`src/rtl/single_port_ram_pkg.sv`:
```
// Shared defaults and enums for the single-port RAM.
// Imported by the top and the storage array.
package single_port_ram_pkg;

   localparam int DATA_WIDTH_D = 8;
   localparam int ADDR_WIDTH_D = 5;
   localparam int DEPTH_D      = 16;

   typedef enum logic {
      OP_READ  = 1'b0,
      OP_WRITE = 1'b1
   } op_e;

   typedef enum logic {
      ST_RESET  = 1'b0,
      ST_ACTIVE = 1'b1
   } state_e;

endpackage

```
`src/rtl/single_port_ram_array.sv`:
```
// DEPTH x DATA_WIDTH register array.
// Synchronous write, synchronous clear, registered read.
module single_port_ram_array
   import single_port_ram_pkg::*;
#(
   parameter int DATA_WIDTH = DATA_WIDTH_D,
   parameter int DEPTH      = DEPTH_D,
   parameter int IDX_W      = 4
) (
   input  logic                  clk,
   input  logic                  clr,
   input  logic                  we,
   input  logic                  re,
   input  logic [IDX_W-1:0]      idx,
   input  logic [DATA_WIDTH-1:0] wdata,
   output logic [DATA_WIDTH-1:0] rdata
);

   logic [DATA_WIDTH-1:0] mem [DEPTH];

   always_ff @(posedge clk) begin
      if (clr) begin
         for (int i = 0; i < DEPTH; i++) begin
            mem[i] <= '0;
         end
         rdata <= '0;
      end else begin
         if (we) begin
            mem[idx] <= wdata;
         end
         // rdata holds between reads
         if (re) begin
            rdata <= mem[idx];
         end
      end
   end

endmodule

```
`src/rtl/single_port_ram.sv`:
```
// Single-port RAM with request/ready handshake
// and out-of-range address error pulse.
module single_port_ram
   import single_port_ram_pkg::*;
#(
   parameter int DATA_WIDTH = DATA_WIDTH_D,
   parameter int ADDR_WIDTH = ADDR_WIDTH_D,
   parameter int DEPTH      = DEPTH_D
) (
   input  logic                  clk,
   input  logic                  rstn,
   input  logic                  en,
   input  logic                  wr_rd,
   input  logic [ADDR_WIDTH-1:0] addr,
   input  logic [DATA_WIDTH-1:0] din,
   input  logic                  valid,
   output logic [DATA_WIDTH-1:0] dout,
   output logic                  ready,
   output logic                  error
);

   localparam int IDX_W =
      (DEPTH > 1) ? $clog2(DEPTH) : 1;

   // one spare bit so DEPTH == 2**ADDR_WIDTH fits
   localparam logic [ADDR_WIDTH:0] DEPTH_L =
      DEPTH[ADDR_WIDTH:0];

   state_e state_q;
   state_e state_d;

   logic accept;
   logic in_range;
   logic do_wr;
   logic do_rd;

   always_ff @(posedge clk) begin
      if (rstn) begin
         state_q <= ST_RESET;
      end else begin
         state_q <= state_d;
      end
   end

   always_comb begin
      state_d = state_q;
      ready   = 1'b0;
      unique case (state_q)
         ST_RESET: begin
            state_d = ST_ACTIVE;
         end
         ST_ACTIVE: begin
            ready = 1'b1;
         end
         default: begin
            state_d = ST_RESET;
         end
      endcase
   end

   assign accept   = en & valid & ready & ~rstn;
   assign in_range = ({1'b0, addr} < DEPTH_L);

   assign do_wr = accept & in_range
                & (op_e'(wr_rd) == OP_WRITE);
   assign do_rd = accept & in_range
                & (op_e'(wr_rd) == OP_READ);

   always_ff @(posedge clk) begin
      if (rstn) begin
         error <= 1'b0;
      end else begin
         error <= accept & ~in_range;
      end
   end

   single_port_ram_array #(
      .DATA_WIDTH (DATA_WIDTH),
      .DEPTH      (DEPTH),
      .IDX_W      (IDX_W)
   ) u_array (
      .clk   (clk),
      .clr   (rstn),
      .we    (do_wr),
      .re    (do_rd),
      .idx   (addr[IDX_W-1:0]),
      .wdata (din),
      .rdata (dout)
   );

endmodule

```
`config.mk`:
```
export PLATFORM = sky130hd
export DESIGN_NAME = single_port_ram
export DESIGN_NICKNAME = d
export VERILOG_FILES = /design/src/rtl/single_port_ram_pkg.sv /design/src/rtl/single_port_ram_array.sv /design/src/rtl/single_port_ram.sv
export SDC_FILE = /design/constraint.sdc
export NUM_CORES = 1
export LEC_CHECK = 0
export CAP_MARGIN = 0
export CORE_UTILIZATION = 55
export CTS_CLUSTER_SIZE = 28
export DETAILED_ROUTE_END_ITERATION = 10
export MAX_ROUTING_LAYER = met4
export PLACE_DENSITY_LB_ADDON = 0.25
export SLEW_MARGIN = 30
export SYNTH_ARGS = -nofsm -noshare
export SYNTH_HDL_FRONTEND = slang
export SYNTH_HIERARCHICAL = 1
export SYNTH_SLANG_ARGS = --single-unit
```
`constraint.sdc`:
```
create_clock -name clk -period 3.3 [get_ports clk]
set_input_delay 0.66 -clock clk [delete_from_list [all_inputs] [get_ports clk]]
set_output_delay 0.66 -clock clk [all_outputs]
set_load 0.05 [all_outputs]
```
After elaboration in Yosys (flattened, before gate mapping)
Memory sizes are Yosys's and may differ from the RTL's. A register that Yosys moved wholly into a read port is not among the register bits.
Cells that the tools add are included.
{"block": "word_totals", "n_memories": 1, "ff_bits": 2, "mem_bits_rw": 128, "out_inout_bits": 10}
{"name": "u_array.mem", "words": 16, "width": 8, "rd": 1, "rd_ports_with_merged_regs": 1, "write_ports": 16, "line_no": "single_port_ram_array.sv:19", "source": "logic [DATA_WIDTH-1:0] mem [DEPTH];"}
{"block": "op_classes", "n_reduce_logical": 1, "bitwise_logic": 10, "order_cmp": 1, "muxes": 10}
{"op": "2-to-1 mux 1 bit", "n": 8}
{"op": "2-to-1 mux 8 bit", "n": 1}
{"op": "OR reduction 8 bit", "n": 1}
{"op": "AND 1 bit", "n": 7}
{"op": "< comparator 5 bit, second input constant", "n": 1}
{"op": "2-to-1 mux 4 bit", "n": 1}
{"op": "NOT 1 bit", "n": 3}

Longest topological paths before layout
{"block": "logic_depth", "depth_word": 10, "mapped_depth": 7}

By module
The synthesis kept the hierarchy.
{"module": "single_port_ram_array", "cells_each": 421, "area_per_inst_um2": 6307.3, "n_inst": 1, "seq_area_each_um2": 4003.8}
{"module": "single_port_ram", "cells_each": 8, "area_per_inst_um2": 92.6, "n_inst": 1, "seq_area_each_um2": 40.0}

Least setup slack after synthesis
Ideal clock, no wire load.
{"block": "synth_timing", "kind": "input -> register", "from": "in rstn", "to": "mem u_array/mem[8][0] (netlist bit) (enable)", "t_arrival_ns": 1.969, "path_buffers": 0, "path_stages": 6, "path_slack_ns": 1.022, "setup_ns": 0.309, "path_cell_list": "nand4b_4 nor3b_2 nor3b_1 nand2b_1 nor2_1 or2_2"}
{"item": "start: declaration", "line_no": "single_port_ram.sv:11", "source": "input logic rstn,"}
{"item": "end: declaration", "line_no": "single_port_ram_array.sv:19"}

==> qor.txt <==
DRT
------------------------------------------------------------------------------------
Number of DRC markers in iteration 0                                             287
Post-DR wirelength/cell                                                     22.05 µm
Count of nets left with antenna violations after detail routing                    0
Final wirelength                                                            13820 µm
Remaining DRCs                                                                     0
Post-DR vias/cell                                                              5.820
Via count of the routed design                                                  3649
Count of TritonRoute iterations in the first routing pass                          5

LOGIC SYNTHESIS
------------------------------------------------------------------------------------
Post-synthesis cell area                                                    6400 µm²
Distinct cells, synth                                                             34
Syn_nets                                                                         447
Total number of yosys warnings                                                     6
Flip-flop and latch count after synthesis                                        138
Async SR Flop Fraction                                                            0%
Number of synthesized flops with an enable pin                                   128
Sequential element share of the synthesized area                              63.19%
Most used flip-flop cell after synthesis                                sky130_fd_sc_hd__edfxtp_1
Synthesized area divided by synthesized cell count                         14.92 µm²
Cell count after synthesis                                                       429

SETUP PATH
------------------------------------------------------------------------------------
Worst endpoint required time                                                 3.40 ns
Kind of launch point of the worst setup path                            primary input
Setup CP Type                                                           primary input to flip-flop
Worst endpoint data arrival time                                             2.63 ns
CP max-delay cell                                                       sky130_fd_sc_hd__clkdlybuf4s50_1
Slowest stage delay, CP                                                      0.50 ns
R2R depth                                                                          6
Critical path peak fanout                                                          8
Launch point of the worst reg-to-reg path                                    state_q
Buffering stage count on the worst path with inverters included                    1
Cell-by-cell trace of the critical path                                 clkdlybuf4s50_1 > nand4b_4 > nor3b_2 > nor3b_1 > nand2b_1 > nor2_1 > or2_2
Critical Path End Type                                                     flip-flop
Slack of the worst reg-to-reg path                                           1.17 ns
Cell type group with the largest total delay on the critical path       simple AND/OR/NAND/NOR gates
Critical R2R Capture                                                    u_array/mem[4][1]

DIE
------------------------------------------------------------------------------------
Horiz. Die Dim                                                              109.9 µm
Die ar.                                                                    12070 µm²
Rows                                                                              39
Initial cell density of the core                                              56.29%
Ports placed on the boundary                                                      28
Die height                                                                  109.9 µm
Placeable core region                                                      11370 µm²

TIMING
------------------------------------------------------------------------------------
Max Clock Skew                                                            0.01108 ns
Setup repair after global routing missed its margin                               no
Actual transition at the worst max-transition pin                          0.7647 ns
Final hold viol count                                                              0
Worst hold-check slack                                                     0.5199 ns
Final Cycle Share                                                             76.54%
Fin worst setup slack                                                      0.7742 ns
Max frequency                                                              395.9 MHz
Post-Route Setup TNS                                                            0 ns
Slew Viols, Final                                                                  0
Relative slew slack                                                           48.86%
Min cycle time layout                                                       2.526 ns
Total of endpoints with negative setup slack in the final report                   0

GRT
------------------------------------------------------------------------------------
Number of antenna violations at the first check in global routing                  0
First-pass GRT wire length                                                  20800 µm
Via count of the first global-routing pass                                      3574
GRT Residual Overflow                                                              0
Pin count of the biggest net entering global routing                              29
Overall global routing resource usage                                         25.64%

CLOCKING
------------------------------------------------------------------------------------
Root buffer cell                                                        sky130_fd_sc_hd__clkbuf_16
Clock Sinks                                                                      138
CTS max path bufs                                                                  2
H-tree Lvls                                                                        4
Count of cells resized by post-cts repair                                          0
Clock insertion delay at the later pin of the skew report                    0.41 ns
Number of clock buffers inserted by TritonCTS                                     17
TritonCTS clock tree                                                             yes
Clk slew on worst S/H paths                                                  0.06 ns
CTS hold repair buffers                                                            0
Post-CTS Setup Bufs                                                                0

PLACE
------------------------------------------------------------------------------------
Weighted congestion at the end of routability-driven global placement         0.8154
Post-DP HPWL                                                                 9152 µm
DP Worst Slack                                                             0.3847 ns
Count of buffers from port buffering                                              27
Placed instance area                                                        6850 µm²

FINISH
------------------------------------------------------------------------------------
Core utilization of the finished layout                                       65.34%
Final nets                                                                       489
Number of diodes added for antenna fixing                                          0
Fraction of final layout cells with drive strength greater than 1             20.66%
Area growth from synthesis to layout                                          16.07%
Final cell area excluding filler cells                                      7428 µm²

HOLD PATH
------------------------------------------------------------------------------------
Worst Hold Class                                                        flip-flop to flip-flop
Startpoint of the most critical hold path                                    state_q
Count of cells along the worst hold path                                           2
Worst min-delay path endpoint                                                  error

JOB
------------------------------------------------------------------------------------
Number of max-cap violations                                                       0

PWR
------------------------------------------------------------------------------------
Standby leakage power                                                    0.002819 µW
Power density over the cells                                            541.2 nW/µm²
Max rail drop VDD                                                          0.3341 mV

STATUS
------------------------------------------------------------------------------------
Outcome                                                                 complete, no violations

## cells in the final DEF (no fill, tap or decap)
cell	count
sky130_fd_sc_hd__a211oi_2	7
sky130_fd_sc_hd__a21oi_1	7
sky130_fd_sc_hd__a22oi_1	8
sky130_fd_sc_hd__a311oi_2	1
sky130_fd_sc_hd__and2_1	129
sky130_fd_sc_hd__buf_2	1
sky130_fd_sc_hd__buf_4	23
sky130_fd_sc_hd__bufinv_16	2
sky130_fd_sc_hd__clkbuf_1	2
sky130_fd_sc_hd__clkbuf_16	17
sky130_fd_sc_hd__clkdlybuf4s50_1	26
sky130_fd_sc_hd__clkinv_1	1
sky130_fd_sc_hd__clkinv_4	2
sky130_fd_sc_hd__clkinvlp_4	5
sky130_fd_sc_hd__dfxtp_1	10
sky130_fd_sc_hd__edfxtp_1	128
sky130_fd_sc_hd__inv_1	2
sky130_fd_sc_hd__inv_6	3
sky130_fd_sc_hd__mux2i_1	18
sky130_fd_sc_hd__mux4_1	8
sky130_fd_sc_hd__mux4_2	15
sky130_fd_sc_hd__nand2_1	3
sky130_fd_sc_hd__nand2b_1	4
sky130_fd_sc_hd__nand4b_2	1
sky130_fd_sc_hd__nand4b_4	1
sky130_fd_sc_hd__nand4bb_1	1
sky130_fd_sc_hd__nor2_1	22
sky130_fd_sc_hd__nor2b_1	2
sky130_fd_sc_hd__nor3_1	1
sky130_fd_sc_hd__nor3_2	4
sky130_fd_sc_hd__nor3b_1	1
sky130_fd_sc_hd__nor3b_2	1
sky130_fd_sc_hd__o21ai_1	1
sky130_fd_sc_hd__o221ai_1	7
sky130_fd_sc_hd__o221ai_2	1
sky130_fd_sc_hd__o22ai_1	1
sky130_fd_sc_hd__or2_2	16
sky130_fd_sc_hd__or3_1	1
sky130_fd_sc_hd__or3b_1	1
## cells in the mapped netlist (2+ instances only)
master / count / area share, %
sky130_fd_sc_hd__inv_1: 2 / 0.12
sky130_fd_sc_hd__buf_1: 2 / 0.12
sky130_fd_sc_hd__nor3_2: 3 / 0.47
sky130_fd_sc_hd__buf_12: 2 / 0.63
sky130_fd_sc_hd__and2_1: 129 / 13
sky130_fd_sc_hd__buf_2: 6 / 0.47
sky130_fd_sc_hd__mux2i_1: 18 / 2.8
sky130_fd_sc_hd__nor3_1: 2 / 0.16
sky130_fd_sc_hd__nand2_1: 3 / 0.18
sky130_fd_sc_hd__nor2b_1: 2 / 0.20
sky130_fd_sc_hd__buf_6: 4 / 0.70
sky130_fd_sc_hd__a211oi_2: 7 / 1.4
sky130_fd_sc_hd__dfxtp_1: 10 / 3.1
sky130_fd_sc_hd__nand2b_1: 4 / 0.39
sky130_fd_sc_hd__a22oi_1: 8 / 0.94
sky130_fd_sc_hd__nor2_1: 22 / 1.3
sky130_fd_sc_hd__clkbuf_1: 13 / 0.76
sky130_fd_sc_hd__a21oi_1: 7 / 0.55
sky130_fd_sc_hd__mux4_1: 8 / 3.3
sky130_fd_sc_hd__o221ai_1: 7 / 0.96
sky130_fd_sc_hd__or2_2: 16 / 1.6
sky130_fd_sc_hd__mux4_2: 15 / 5.3
sky130_fd_sc_hd__edfxtp_1: 128 / 60
## layout make-up
cell class,count,area (µm²)
clock buffer,19,432.9
inverter,2,7.507
sequential,138,4044
clock inverter,13,145.1
multi-input combinational,262,2182
tap,143,178.9
fill,809,3941
timing repair buffer,50,437.9
## state kept, by name, summed over array words and instances, names as in the netlist
| signal | cells |
|---|---|
| u_array/mem | 128 |
| u_array/rdata | 8 |
| error | 1 |
| state_q | 1 |
## logic make-up (layout without fill, tap and decap cells)
family                 Yosys count  count (layout)  share of synthesized area [%]
and+or+nand+nor                188             188                          18.18
muxes                           41              41                          11.38
DFF                            138             138                          63.19
buffers and inverters           29              84                          2.796
AOI/OAI and AO/OA               33              33                          4.457
## where the power goes
| group | internal, µW | switching [µW] |
|---|---|---|
| Clock | 1120 | 720 |
| Sequential | 1950 | 14.0 |
| Combinational | 82.0 | 140 |
| Total | 3150 | 874 |
## worst min-delay path, cell delays in order (launching register included)
cell and delay [ns]:
sky130_fd_sc_hd__dfxtp_1 0.33, sky130_fd_sc_hd__nand4b_4 0.11, sky130_fd_sc_hd__nor2_1 0.04
## metal layers
metal / routed length, µm / global-route usage (%) / vias to the layer above
met1: 5844 / 33.04 / 1824
met3: 976 / 6.580 / 20
met2: 6773 / 39.51 / 133
li1: - / - / 1672
met4: 229 / 8.952 / 0
met5: 0 / - / -
## how the worst max path moves through the flow
stage          from           endpoint  slack, ns  depth (start not counted)
3_3_place_gp     en  u_array/mem[0][4]       0.48                          7
5_1_grt          en  u_array/mem[4][1]       0.69                          7
3_5_place_dp     en  u_array/mem[4][0]       0.38                          7
2_1_floorplan  rstn  u_array/mem[8][0]       1.02                          6
4_1_cts          en  u_array/mem[4][1]       0.82                          7
6_report         en  u_array/mem[4][1]       0.77                          7
## stage by stage
| stage | std cells | total power [µW] |
|---|---|---|
| after global placement | 595 | 2213 |
| after floorplan | 429 | 2136 |
| after detailed placement | 595 | 2218 |
| final | 627 | 4020 |
| after global routing | 627 | 4129 |
| after CTS | 627 | 4037 |
Note: power is estimated with default switching activity, not from simulation.
